===== src/rtl/cpu_pkg.sv =====
// ---------------------------------------------------------------------------
// cpu_pkg
//   Shared CPU definitions used by the ID/EX pipeline register and the
//   EX-stage ALU control decoder:
//     - XLEN          : operand / immediate / PC width
//     - ALUOp         : main-decoder ALU operation class (aluop_e)
//     - ALU control   : EX-stage ALU function codes (aluctl_e)
//     - CTRL_*        : bit positions inside the 7-bit control bundle
//                       {RegWrite,MemtoReg,MemRead,MemWrite,ALUSrc,ALUOp[1:0]}
// ---------------------------------------------------------------------------
package cpu_pkg;

  localparam int XLEN   = 32;
  localparam int CTRL_W = 7;

  localparam int CTRL_REGWRITE = 6;
  localparam int CTRL_MEMTOREG = 5;
  localparam int CTRL_MEMREAD  = 4;
  localparam int CTRL_MEMWRITE = 3;
  localparam int CTRL_ALUSRC   = 2;
  localparam int CTRL_ALUOP_HI = 1;
  localparam int CTRL_ALUOP_LO = 0;

  typedef enum logic [1:0] {
    ALUOP_LDST  = 2'b00,
    ALUOP_BRCH  = 2'b01,
    ALUOP_RTYPE = 2'b10,
    ALUOP_ITYPE = 2'b11
  } aluop_e;

  typedef enum logic [2:0] {
    ALUC_AND  = 3'b000,
    ALUC_XOR  = 3'b001,
    ALUC_SLL  = 3'b010,
    ALUC_ADD  = 3'b011,
    ALUC_SUB  = 3'b100,
    ALUC_MUL  = 3'b101,
    ALUC_ADDI = 3'b110,
    ALUC_SRAI = 3'b111
  } aluctl_e;

  // True when the control bundle describes a load (result only available
  // after MEM, so a dependent instruction directly behind it must wait).
  function automatic logic ctrlIsLoad(input logic [CTRL_W-1:0] ctrl);
    return ctrl[CTRL_MEMREAD];
  endfunction

endpackage


===== src/rtl/load_use_detect.sv =====
// ---------------------------------------------------------------------------
// load_use_detect
//   Purely combinational load-use hazard detector. Raises o_hazard when the
//   instruction sitting in EX is a load whose destination is read by the
//   instruction currently in ID.
//   Ports:
//     i_stall       global memory stall; nothing moves, so no hold request
//     i_id_valid    ID holds a real instruction
//     i_id_rs1/rs2  ID source register addresses
//     i_ex_valid    EX holds a real instruction
//     i_ex_memread  EX instruction is a load
//     i_ex_rd       EX destination register address
//     o_hazard      hold request for PC and IF/ID
// ---------------------------------------------------------------------------
module load_use_detect (
  input  logic       i_stall,
  input  logic       i_id_valid,
  input  logic [4:0] i_id_rs1,
  input  logic [4:0] i_id_rs2,
  input  logic       i_ex_valid,
  input  logic       i_ex_memread,
  input  logic [4:0] i_ex_rd,
  output logic       o_hazard
);

  logic w_load_in_ex;
  logic w_src_match;

  // x0 is hardwired to zero, so a load targeting it never creates a dependency.
  assign w_load_in_ex = i_ex_valid & i_ex_memread & (i_ex_rd != 5'd0);
  assign w_src_match  = (i_ex_rd == i_id_rs1) | (i_ex_rd == i_id_rs2);
  assign o_hazard     = ~i_stall & i_id_valid & w_load_in_ex & w_src_match;

endmodule


===== src/rtl/id_ex_pipe_reg.sv =====
// ---------------------------------------------------------------------------
// id_ex_pipe_reg
//   ID/EX pipeline register in front of the ALU-control decoder and ALU.
//   Inserts bubbles for load-use hazards and branch flushes, freezes on a
//   global memory stall, and remembers a flush seen during a stall so it is
//   applied on the first unstalled edge. Two saturating counters track
//   inserted bubbles and stalled cycles.
//   Ports:
//     clk_i, rst_i         clock, synchronous active-high reset
//     start_i              run enable; 0 freezes all state
//     stall_i, flush_i     memory stall, branch-taken flush
//     id_*_i               decoded ID-stage instruction fields
//     ex_*_o               registered EX-stage instruction fields
//     hazard_o             combinational load-use hold request
//     bubble_cnt_o         bubbles inserted (load-use or flush)
//     stall_cnt_o          cycles spent stalled while running
// ---------------------------------------------------------------------------
module id_ex_pipe_reg
  import cpu_pkg::*;
#(
  parameter int XLEN  = cpu_pkg::XLEN,
  parameter int CNT_W = 16
) (
  input  logic              clk_i,
  input  logic              rst_i,
  input  logic              start_i,
  input  logic              stall_i,
  input  logic              flush_i,
  input  logic              id_valid_i,
  input  logic [CTRL_W-1:0] id_ctrl_i,
  input  logic [XLEN-1:0]   id_rs1data_i,
  input  logic [XLEN-1:0]   id_rs2data_i,
  input  logic [XLEN-1:0]   id_imm_i,
  input  logic [9:0]        id_funct_i,
  input  logic [4:0]        id_rs1_i,
  input  logic [4:0]        id_rs2_i,
  input  logic [4:0]        id_rd_i,
  input  logic [XLEN-1:0]   id_pc_i,
  output logic              ex_valid_o,
  output logic [CTRL_W-1:0] ex_ctrl_o,
  output logic [XLEN-1:0]   ex_rs1data_o,
  output logic [XLEN-1:0]   ex_rs2data_o,
  output logic [XLEN-1:0]   ex_imm_o,
  output logic [XLEN-1:0]   ex_pc_o,
  output logic [9:0]        ex_funct_o,
  output logic [4:0]        ex_rs1_o,
  output logic [4:0]        ex_rs2_o,
  output logic [4:0]        ex_rd_o,
  output logic              hazard_o,
  output logic [CNT_W-1:0]  bubble_cnt_o,
  output logic [CNT_W-1:0]  stall_cnt_o
);

  logic              r_valid;
  logic [CTRL_W-1:0] r_ctrl;
  logic [XLEN-1:0]   r_rs1data;
  logic [XLEN-1:0]   r_rs2data;
  logic [XLEN-1:0]   r_imm;
  logic [XLEN-1:0]   r_pc;
  logic [9:0]        r_funct;
  logic [4:0]        r_rs1;
  logic [4:0]        r_rs2;
  logic [4:0]        r_rd;
  logic              r_flush_pend;
  logic [CNT_W-1:0]  r_bubble_cnt;
  logic [CNT_W-1:0]  r_stall_cnt;

  logic              w_hazard;
  logic              w_flush_now;
  logic              w_bubble_sat;
  logic              w_stall_sat;

  load_use_detect u_load_use_detect (
    .i_stall      (stall_i),
    .i_id_valid   (id_valid_i),
    .i_id_rs1     (id_rs1_i),
    .i_id_rs2     (id_rs2_i),
    .i_ex_valid   (r_valid),
    .i_ex_memread (ctrlIsLoad(r_ctrl)),
    .i_ex_rd      (r_rd),
    .o_hazard     (w_hazard)
  );

  assign w_flush_now  = flush_i | r_flush_pend;
  assign w_bubble_sat = &r_bubble_cnt;
  assign w_stall_sat  = &r_stall_cnt;

  // Priority: reset > stall (hold, remember flush) > flush > load-use > capture.
  // A bubble zeroes valid, control and register addresses so it can neither
  // write state nor trigger forwarding/hazard logic; the data fields are left
  // as they were since nothing downstream looks at them without valid.
  always_ff @(posedge clk_i) begin
    if (rst_i) begin
      r_valid      <= 1'b0;
      r_ctrl       <= '0;
      r_rs1data    <= '0;
      r_rs2data    <= '0;
      r_imm        <= '0;
      r_pc         <= '0;
      r_funct      <= '0;
      r_rs1        <= '0;
      r_rs2        <= '0;
      r_rd         <= '0;
      r_flush_pend <= 1'b0;
      r_bubble_cnt <= '0;
      r_stall_cnt  <= '0;
    end else if (start_i) begin
      if (stall_i) begin
        if (flush_i) begin
          r_flush_pend <= 1'b1;
        end
        if (!w_stall_sat) begin
          r_stall_cnt <= r_stall_cnt + CNT_W'(1);
        end
      end else if (w_flush_now || w_hazard) begin
        r_valid      <= 1'b0;
        r_ctrl       <= '0;
        r_rs1        <= '0;
        r_rs2        <= '0;
        r_rd         <= '0;
        r_flush_pend <= 1'b0;
        if (!w_bubble_sat) begin
          r_bubble_cnt <= r_bubble_cnt + CNT_W'(1);
        end
      end else begin
        r_valid   <= id_valid_i;
        r_ctrl    <= id_ctrl_i;
        r_rs1data <= id_rs1data_i;
        r_rs2data <= id_rs2data_i;
        r_imm     <= id_imm_i;
        r_pc      <= id_pc_i;
        r_funct   <= id_funct_i;
        r_rs1     <= id_rs1_i;
        r_rs2     <= id_rs2_i;
        r_rd      <= id_rd_i;
      end
    end
  end

  assign ex_valid_o   = r_valid;
  assign ex_ctrl_o    = r_ctrl;
  assign ex_rs1data_o = r_rs1data;
  assign ex_rs2data_o = r_rs2data;
  assign ex_imm_o     = r_imm;
  assign ex_pc_o      = r_pc;
  assign ex_funct_o   = r_funct;
  assign ex_rs1_o     = r_rs1;
  assign ex_rs2_o     = r_rs2;
  assign ex_rd_o      = r_rd;
  assign hazard_o     = w_hazard;
  assign bubble_cnt_o = r_bubble_cnt;
  assign stall_cnt_o  = r_stall_cnt;

endmodule

===== config.mk =====
export PLATFORM = sky130hd
export DESIGN_NAME = id_ex_pipe_reg
export DESIGN_NICKNAME = d
export VERILOG_FILES = /design/src/rtl/cpu_pkg.sv /design/src/rtl/load_use_detect.sv /design/src/rtl/id_ex_pipe_reg.sv
export SDC_FILE = /design/constraint.sdc
export NUM_CORES = 1
export LEC_CHECK = 0
export CORE_MARGIN = 8
export CORE_UTILIZATION = 40
export CTS_CLUSTER_SIZE = 10
export DETAILED_ROUTE_END_ITERATION = 7
export GPL_TIMING_DRIVEN = 0
export PLACE_DENSITY = 0.8
export SLEW_MARGIN = 40
export SYNTH_ARGS = -nofsm -noshare
export SYNTH_HDL_FRONTEND = slang
export SYNTH_SLANG_ARGS = --single-unit

===== constraint.sdc =====
create_clock -name clk_i -period 2.97 [get_ports clk_i]
set_clock_uncertainty 0.15 [all_clocks]
set_input_delay 0.891 -clock clk_i [delete_from_list [all_inputs] [get_ports clk_i]]
set_output_delay 0.891 -clock clk_i [all_outputs]
set_load 0.02 [all_outputs]

# Yosys cells after proc, flatten, opt, wreduce, memory -nomap -nowiden
# Index checks and enable logic that the tools add are counted.
# totals
elab_cells,47
reg_bits,194
out_inout_bits,194
# classes
bitwise,11
n_mux,8
n_eq_ne,3
n_addsub,2
n_reduce_logical,10
# op_table
operator,count
adder 16 x 1 -> 16 bit (second input constant),2
AND reduction 16 bit,2
two-way mux 5 bit,3
== test 5 bit,2
AND reduction 3 bit,3
two-way mux 7 bit,1
bitwise AND 1 bit,5
nonzero test 5 bit,1
two-way mux 1 bit,4
inverter 1 bit,4
AND reduction 4 bit,1
inequality test 2 x 1 -> 1 bit (second input constant),1
OR 1 bit,2
AND reduction 2 bit,1
nonzero test 2 bit,1
logical OR 1 bit,1

# Logic depth before layout (Yosys ltp)
# logic_depth
ltp_word,7
mapped_depth,8
ltp_nobuf,7

# By module
# From an unflattened synthesis, not the netlist that was laid out.
# hier_totals
cells_unflattened,904
hier_area_um2,7330.8
# modules_own_cells
mod,instances,cells_each,area_per_inst_um2
id_ex_pipe_reg,1,886,7190.6
load_use_detect,1,18,140.1

# Worst setup path after synthesis
# OpenSTA, ideal clock, no wires.
# synth_timing
kind,in2out
startpoint,input port id_rs1_i[2]
endpoint,output port hazard_o
setup_slack_ns,0.248
path_stages,4
t_required_ns,1.929
arrival_time_ns,1.681
path_buffers,0
cell_sequence,xor2_1 -> nor3_2 -> a22oi_2 -> nor2_1
# synth_via
elab_chain_cells,3
# synth_rtl
item,line,rtl
"start, declared",id_ex_pipe_reg.sv:35,"input logic [4:0] id_rs1_i,"
== test 5 bit,load_use_detect.sv:31,assign w_src_match = (i_ex_rd == i_id_rs1) | (i_ex_rd == i_id_rs2);
OR 1 bit,load_use_detect.sv:31,
bitwise AND 1 bit,load_use_detect.sv:32,assign o_hazard = ~i_stall & i_id_valid & w_load_in_ex & w_src_match;
"end, declared",id_ex_pipe_reg.sv:49,"output logic hazard_o,"
# No other way between the ends.

# Worst setup path in the final report
# layout_timing
startpoint,input port id_rs1_i[1]
endpoint,output port hazard_o
# Same word-level chain as after synthesis.

==> results.yml <==
clocking:
  clk_pin_slew_worst_paths_ps: 70
  h-tree-depth: 4
  hold_buffers: 0
  cts_tree: "built"
  clock_sinks: 194
  root_buffer: "clkbuf_16"
  cts_buffer_depth: 2
  clk_latency_ps: 430
  cts_buffers: 17
yosys:
  synth-edff-count: 0
  synthTopCellsByArea: "dfxtp_1, nand2_1, a21oi_1, a22o_1, xor2_1"
  ys_top_cells_by_count: "nand2_1, dfxtp_1, a21oi_1"
  ys_types: 43
  synth_top_area_share_pct: 53.32
  yosysMostFrequentCell: "nand2_1"
  synth-main-ff-cell: "dfxtp_1"
  syn-cell-area_sq_um: 7283
  synth_nets: 1029
  syn_area_per_cell_sq_um: 8.459
  ys_seq_area_share_pct: 53.32
  synthCells: 861
  async_flop_share_pct: 0
  yosysWarnings: 0
  synth_seq_cells: 194
  yosysTopAreaCell: "dfxtp_1"
final_layout:
  multi_input_area_sq_um: 3124
  fill_cells: 1535
  areaGrowthSynthToFinish_pct: 62.45
  layout.nets: 1420
  n_antenna_cell: 0
  drive_gt1_share_pct: 8.775
  fin_cells: 1494
  final_core_utilization_pct: 66.09
  regArea_sq_um: 3884
job:
  drv_cap: 0
power_and_ir_drop:
  seqPwrFrac_pct: 48.3
  clock_power_share_pct: 38.4
  p_sw_mw: 1.440
  leakagePower_nw: 4.267
  peakVddDrop_mv: 0.3916
  p_sw_share_pct: 25.59
  p_per_area_nw_per_um2: 475.6
  comb_power_share_pct: 13.3
  power.internal_mw: 4.187
setup_path:
  rrSetupSlack_ps: 300
  crit_type: "in -> out"
  critPathMaxFanout: 2
  reg2reg_depth: 11
  startpoint_type: "primary input"
  worstReg2RegEnd: "bubble_cnt_o[11]$_SDFFE_PP0P_"
  r2r_start: "ex_rd_o[1]$_SDFFE_PP0P_"
  end_kind: "primary output"
  critPathArrivalTime_ps: 1880
  required_ps: 1930
timing:
  worstMarginPinSlew_ps: 672.5
  clock.fmax_mhz: 342.5
  max-slew-margin-rel_pct: 55.17
  maxSlewViolCount: 0
  period_needed_ps: 2920
  rsz0062_at_grt: "no"
  hold_viol: 0
  layout_worst_path_cycle_share_pct: 98.32
  setup_violations: 0
placement:
  dp.cells: 1448
  io_buffers: 358
  gp_congestion: 0.8482
  dpl.hpwl_um: 20110
min_path:
  hold_path.class: "reg -> reg"
  hold_depth: 2
  hold_start: "ex_imm_o[28]$_SDFFE_PP0P_"
  hold_end: "ex_imm_o[28]$_SDFFE_PP0P_"
detailed_routing:
  drcViolationCount: 0
  drt_iter0_markers: 317
  firstDrtPassIters: 4
  wl_per_cell_um: 17.68
  wl_um: 26420
  vias_per_cell: 4.952
  final_antenna_net_count: 0
  vias: 7399
grt:
  grt_pass1_vias: 7241
  grt_overflow_total: 0
  antenna_found_initial: 0
  grt_max_degree: 18
  grt_pass1_wl_um: 40060
  grt_usage_pct: 22.31
floorplanning:
  die_y_um: 150.9
  dieArea_sq_um: 22780
  std_cell_rows: 49
  io_pins: 360
  fp.coreArea_sq_um: 17900
  die_x_um: 150.9
  initial_core_util_pct: 40.68
status:
  outcome: "complete, no violations"
-- layout make-up --
cell class / instances / share of cell area, %
clock buffers: 20 / 3.775
multi-input cells: 603 / 26.41
flip-flops and latches: 194 / 32.83
well taps: 229 / 2.422
plain buffers: 59 / 2.623
inverters: 5 / 0.1586
clock inverters: 12 / 0.8355
repair buffers: 372 / 30.95
-- placed cells by master (no fill, tap or decap), drive strengths merged, types with 4 or more instances in the layout --
master         synthesis  routed
clkdlybuf4s50          0     345
nor4                   7       7
or4                    4       4
nand4                 15      15
o21ai                  6       6
inv                    5      10
nand3                  8       8
nand2                285     285
clkinvlp               0       6
xnor2                  5       5
and3                   4       4
xor2                  19      19
clkbuf                24      49
nor3                   6       6
a21oi                147     147
mux2                   7       7
buf                   35      49
or3                    4       4
dlygate4sd2            0       5
nor2b                  8       8
nor2                  34      34
dfxtp                194     194
a22o                  23      23
-- per-stage QoR --
step	setup TNS, ps	setup slack [ps]	hold slack, ps	area, sq um	total power, mW
floorplan	0	248.4	307.8	7283	3.062
global placement	-35220	-685.1	290.6	11150	3.499
detailed placement	-39970	-696.6	295.9	11150	3.511
CTS	0	5.166	305.8	11780	5.663
global route	0	3.768	319.9	11830	5.844
finish	0	49.94	303.5	11830	5.627
-- cells by family after synthesis --
group | synth area share, %
multiplexers | 1.804
XOR/XNOR | 2.886
adder cells (fa/ha/maj) | 0.3435
buffers and inverters | 4.484
AND/OR/NAND/NOR | 22.63
flip-flops | 53.32
AO/OA/AOI/OAI | 14.53
-- registers in the layout, indices dropped and copies added (netlist names), 7 cells and up --
name          count
ex_pc_o          32
ex_imm_o         32
stall_cnt_o      16
ex_funct_o       10
ex_rs2data_o     32
ex_rs1data_o     32
ex_ctrl_o         7
bubble_cnt_o     16
-- how the worst max path moves through the flow --
stage / start / end / slack (ps) / depth (start not counted)
2_1_floorplan: id_rs1_i[2] / hazard_o / 250 / 4
3_3_place_gp: id_rs1_i[2] / hazard_o / -690 / 6
3_5_place_dp: id_rs1_i[2] / hazard_o / -700 / 6
4_1_cts: id_valid_i / hazard_o / 5 / 5
5_1_grt: id_rs1_i[3] / hazard_o / 4 / 6
6_report: id_rs1_i[1] / hazard_o / 50 / 6
-- what timing repair did --
| action | 4_1_cts | 5_1_grt |
|---|---|---|
| pin swaps | 7 | 4 |
| hold endpoints to repair | 0 | 0 |
| endpoints found under the setup margin | 1 | 122 |
| gates cloned | 0 | 0 |
| buffers inserted | 13 | 1 |
| resized for setup | 16 | 20 |
-- power groups by stage --
stage | combinational, mW | clock, mW | sequential, mW
6_report | 0.746 | 2.16 | 2.72
5_1_grt | 0.798 | 2.32 | 2.73
4_1_cts | 0.745 | 2.20 | 2.72
3_5_place_dp | 0.733 | 0 | 2.78
3_3_place_gp | 0.726 | 0 | 2.77
2_1_floorplan | 0.198 | 0 | 2.86
-- critical path, stage by stage --
cell	delay [ps]
dlygate4sd2_1	250
xor2_1	150
nor2_2	190
a22oi_2	120
nor2_1	120
buf_4	150
-- layer usage --
metal	part of all wire, %	GRT usage [%]	wire length [um]	vias to the layer above
li1	-	-	-	3648
met1	40	25.62	10520	3454
met2	50	38.75	13120	273
met3	9.1	7.230	2397	24
met4	1.4	6.729	377	0
met5	0	0	0	-
Power figures use the tool's default switching activity.
==> RTL change 1 (same settings) <==
Reset style: asynchronous (`rst_i`), changed in one clocked block. Comments in the files are not updated.
--- a/src/rtl/id_ex_pipe_reg.sv
+++ b/src/rtl/id_ex_pipe_reg.sv
@@ -90,5 +90,5 @@
   // write state nor trigger forwarding/hazard logic; the data fields are left
   // as they were since nothing downstream looks at them without valid.
-  always_ff @(posedge clk_i) begin
+  always_ff @(posedge clk_i or posedge rst_i) begin
     if (rst_i) begin
       r_valid      <= 1'b0;
Behaviour: not the same (a bounded check fails within 4 cycles, from zero or initial values and one cycle with rst_i high; the reset may be asserted at any time).
==> RTL change 1 against the original RTL <==
- worst setup slack improved by 0.022 ns
- count of clock-buffer cells in the layout decreased by 1
- non-clock buffer count down 38
- sequential share of layout area increased by 6.7 points
- cell area up 3.9%
- synthesized area is 3.8% higher
- wire length is 12% lower
- sequential cell count is the same
- via count fell by 25%
- critical path type unchanged
- critical endpoint unchanged
- largest cell class is now sequential cells
Power is not compared: it rests on default switching activity, and its combinational part moved more than twofold at a synthesized area within 25%.
==> RTL change 1: results (changes against the original RTL) <==
- Met3 global-route usage: 7.20% (-0.027 points)
- The global-route wire length before repair was 36200 um (-9.6%).
- The xor-xnor portion of the synthesized cell area came to 4.63% (+1.7 points).
- The worst slack at placement is -1.09 ns (-0.391 ns).
* Vias in the first global route: 6033 (-17%)
- Grt met2 use: 34.3% (-4.4 points)
- In this run the worst setup path begins at id_rs2_i[0].
* Share of synthesized area occupied by flip-flops and latches: 64.2% (+11 points)
- Met1 Usage GRT: 22.4% (-3.2 points)
- Dpl cell area: 11700 um^2 (+4.7%)
- WHS: 0.335 ns (+0.0311 ns)
* Via Count: 5581 (-25%)
- Detailed-route wire length per cell: 20.5 um (+16%)
- Endpoint arrival time on the critical path: 1.86 ns (-0.02 ns)
- Async SR Flop Fraction: 100% (+100 points)
- The initial antenna violation count was 2 (+2).
* Start of the worst register-to-register path: ex_rd_o[0]$_DFFE_PP0P_
* Synthesized netlist net count: 666 (-35%)
- Post-Synth Adder-Cell Area: 0.331% (-0.013 points)
* Fraction of layout instances using a drive strength above 1: 16.5% (+7.8 points)
* Number of cells on the worst reg-to-reg path: 8 (-3)
- The routed metal-1 wirelength came to 9040 um (-14%).
- Highest metal layer with signal wires: met5
- The length of routed met2 wiring is 11800 um (-9.8%).
- Mux contribution to synthesized area: 20.8% (+19 points)
* Post-DR vias/cell: 4.91 (-0.80%)
- The largest net degree at the start of global routing was 25 (+7).
* Most frequent cells after synthesis: 194 x sky130_fd_sc_hd__dfrtp_1, 73 x sky130_fd_sc_hd__mux2_2, 67 x sky130_fd_sc_hd__mux2_1, 24 x sky130_fd_sc_hd__xnor2_1, 23 x sky130_fd_sc_hd__a22o_1
- Reg-to-reg setup timing slack: 0.17 ns (-0.13 ns)
- The run finished with clean final reports.
* Detailed placer's ending HPWL: 18600 um (-7.8%)
- Number of distinct library cells after synthesis: 30 (-30%)
- The quantity of I/O buffers inserted on ports is 359 (+0.28%).
* Mean cell area of the mapped netlist: 15.2 um^2 (+80%)
- Count of cells resized by post-cts repair: 27 (+11)
RTL change 1: worst min path at each step:
stage,from,to,cells after the start
CTS,ex_pc_o[9]$_DFFE_PP0P_,ex_pc_o[9]$_DFFE_PP0P_,1
detailed placement,ex_imm_o[18]$_DFFE_PP0P_,ex_imm_o[18]$_DFFE_PP0P_,1
global route,ex_imm_o[3]$_DFFE_PP0P_,ex_imm_o[3]$_DFFE_PP0P_,1
floorplan,ex_ctrl_o[4]$_DFFE_PP0P_,ex_ctrl_o[4]$_DFFE_PP0P_,1
global placement,ex_funct_o[0]$_DFFE_PP0P_,ex_funct_o[0]$_DFFE_PP0P_,1
finish,ex_funct_o[1]$_DFFE_PP0P_,ex_funct_o[1]$_DFFE_PP0P_,1
RTL change 1: area by class of cell:
cell class,count,area [um^2]
Tap cell,234,293
Buffer,22,150
Timing Repair Buffer,371,3810
Fill cell,1423,6350
Inverter,3,15.0
Clock inverter,13,123
Sequential cell,194,4850
Clock buffer,19,443
Antenna cell,1,2.50
Multi-Input combinational cell,279,2600
==> RTL change 2 (same settings) <==
Without the edit above. `CTRL_W`: 7 -> 14.
--- a/src/rtl/cpu_pkg.sv
+++ b/src/rtl/cpu_pkg.sv
@@ -12,5 +12,5 @@
 
   localparam int XLEN   = 32;
-  localparam int CTRL_W = 7;
+  localparam int CTRL_W = 14;
 
   localparam int CTRL_REGWRITE = 6;
Ports: changed (resized ex_ctrl_o and id_ctrl_i); port bits go from 360 to 374. The function was not compared with the original's and may differ.
==> RTL change 2 against the original RTL <==
- cell area rose by 3.0%
- power rose by 8.7%
- clock power rose by 17%
- final cell count rose by 2.1%
- synthesized cell count rose by 2.1%
- wire length rose by 4.5%
- worst setup slack improved by 0.0058 ns
- sequential share of layout area rose by 0.20 points
- die area rose by 1.5%
- first-iteration DRC count fell by 15%
- combinational power rose by 2.8%
- sequential cell count rose by 7
- register-to-register slack got worse by 0.03 ns
- synthesized area rose by 1.7%
==> RTL change 2: results (changes against the original RTL) <==
- Result of the run: complete, no violations
* Worst Hold Launch: ex_pc_o[24]$_SDFFE_PP0P_
- Start of the worst register-to-register path: ex_rd_o[0]$_SDFFE_PP0P_
- The largest vdd supply drop is 0.399 mV (+1.9%).
* Via Count: 7594 (+2.6%)
- The quantity of I/O buffers inserted on ports came to 372 (+3.9%).
- Detailed placer's ending HPWL: 21000 um (+4.3%)
- The worst-case clock buffer depth is 3 (+1).
- Largest net degree at the start of global routing: 12 (-6)
* Mux contribution to synthesized area: 1.33% (-0.47 points)
* Final Wtd Congestion: 0.820 (-3.3%)
- Largest stage delay on the critical path: 0.20 ns (-0.05 ns)
- The routed wire length per instance came to 18.1 um (+2.4%).
- The worst slack at placement came to -0.794 ns (-0.0976 ns).
- The via count of the first global-routing pass was 7672 (+6.0%).
- Post-Synth Adder-Cell Area: 0.338% (-0.0057 points)
- The clock insertion delay at the later pin of the skew report was 0.50 ns (+0.07 ns).
- The number of distinct standard cells referenced by the synthesized netlist is 40 (-7.0%).
- Global-route wire length before repair: 43500 um (+8.6%)
- The slowest stage of the critical path is the sky130_fd_sc_hd__nor3_2 cell.
* Main area contributors after synthesis: sky130_fd_sc_hd__dfxtp_1 54%, sky130_fd_sc_hd__nand2_1 15%, sky130_fd_sc_hd__a21oi_1 10%
* Xor and xnor fraction of the mapped netlist area: 2.84% (-0.048 points)
- The commonest cells after synthesis are 291 x sky130_fd_sc_hd__nand2_1, 201 x sky130_fd_sc_hd__dfxtp_1, 148 x sky130_fd_sc_hd__a21oi_1, 35 x sky130_fd_sc_hd__nor2_1, 30 x sky130_fd_sc_hd__a22o_1.
* Max_slew headroom: 55.6% (+0.42 points)
* Share of synthesized area occupied by flip-flops and latches: 54.3% (+1.0 points)
- The initial antenna violation count was 1 (+1).
- The wire length on met3 was 2780 um (+16%).
- The synthesized-area fraction occupied by ao, oa, aoi and oai cells came to 15.1% (+0.57 points).
- The length of routed met2 wiring came to 13400 um (+1.9%).
- Aggregate global-route resource usage: 23.1% (+0.78 points)
* Routed length on met1: 10600 um (+0.59%)
## RTL change 2: per-layer routing
metal	up-vias	global-route usage (%)
met5	-	0
met4	0	7.81
met3	62	9.44
met2	326	40.3
met1	3460	24.9
li1	3746	-
## RTL change 2: path summary, 6_finish.rpt
path / end / slack, ns / cells past startpoint
max: hazard_o / 0.06 / 6
min: ex_pc_o[24]$_SDFFE_PP0P_ / 0.30 / 2
max reg2reg: bubble_cnt_o[13]$_SDFFE_PP0P_ / 0.27 / 12
min reg2reg: ex_pc_o[24]$_SDFFE_PP0P_ / 0.30 / 2
## RTL change 2: logic make-up after synthesis
group / after synthesis
flip-flops: 201
XOR/XNOR: 24
buffers and inverters: 66
AO/OA/AOI/OAI: 194
AND/OR/NAND/NOR: 383
adder cells (fa/ha/maj): 2
multiplexers: 9
## RTL change 2: cell type report
type | instances | area, um^2 | area share [%]
tap | 229 | 287 | 2.35
antenna | 1 | 2.50 | 0.0205
clock inverter | 2 | 10.0 | 0.0822
clock buffer | 28 | 637 | 5.23
multi-input combinational | 612 | 3090 | 25.3
timing repair buffer | 386 | 3800 | 31.2
buffer | 62 | 320 | 2.63
sequential | 201 | 4020 | 33.0
inverter | 4 | 15.0 | 0.123
## RTL change 2: timing repair
action | in CTS | in global routing
buffers inserted | 12 | 2
gates resized for setup | 20 | 15
pin swaps | 5 | 4
endpoints found under the setup margin | 1 | 10
## RTL change 2: power breakdown
part           total (mW)  internal (mW)  switching, mW
clock network        2.53           1.49           1.04
logic               0.767          0.413          0.354
registers            2.82           2.78         0.0444
## RTL change 2: metrics by stage
stage | power, mW | TNS (ns) | instances | instance area (um^2)
finish | 6.11 | 0 | 1525 | 12200
global route | 6.37 | 0 | 1525 | 12200
CTS | 6.17 | 0 | 1522 | 12200
detailed placement | 3.63 | -45.13 | 1480 | 11400
global placement | 3.63 | -42.10 | 1480 | 11400
floorplan | 3.17 | 0 | 879 | 7410
## RTL change 2: tightest hold or removal path, stage by stage (launching register included)
cell and delay, ns:
sky130_fd_sc_hd__dfxtp_1 0.30, sky130_fd_sc_hd__nand2_1 0.05, sky130_fd_sc_hd__a21oi_1 0.05
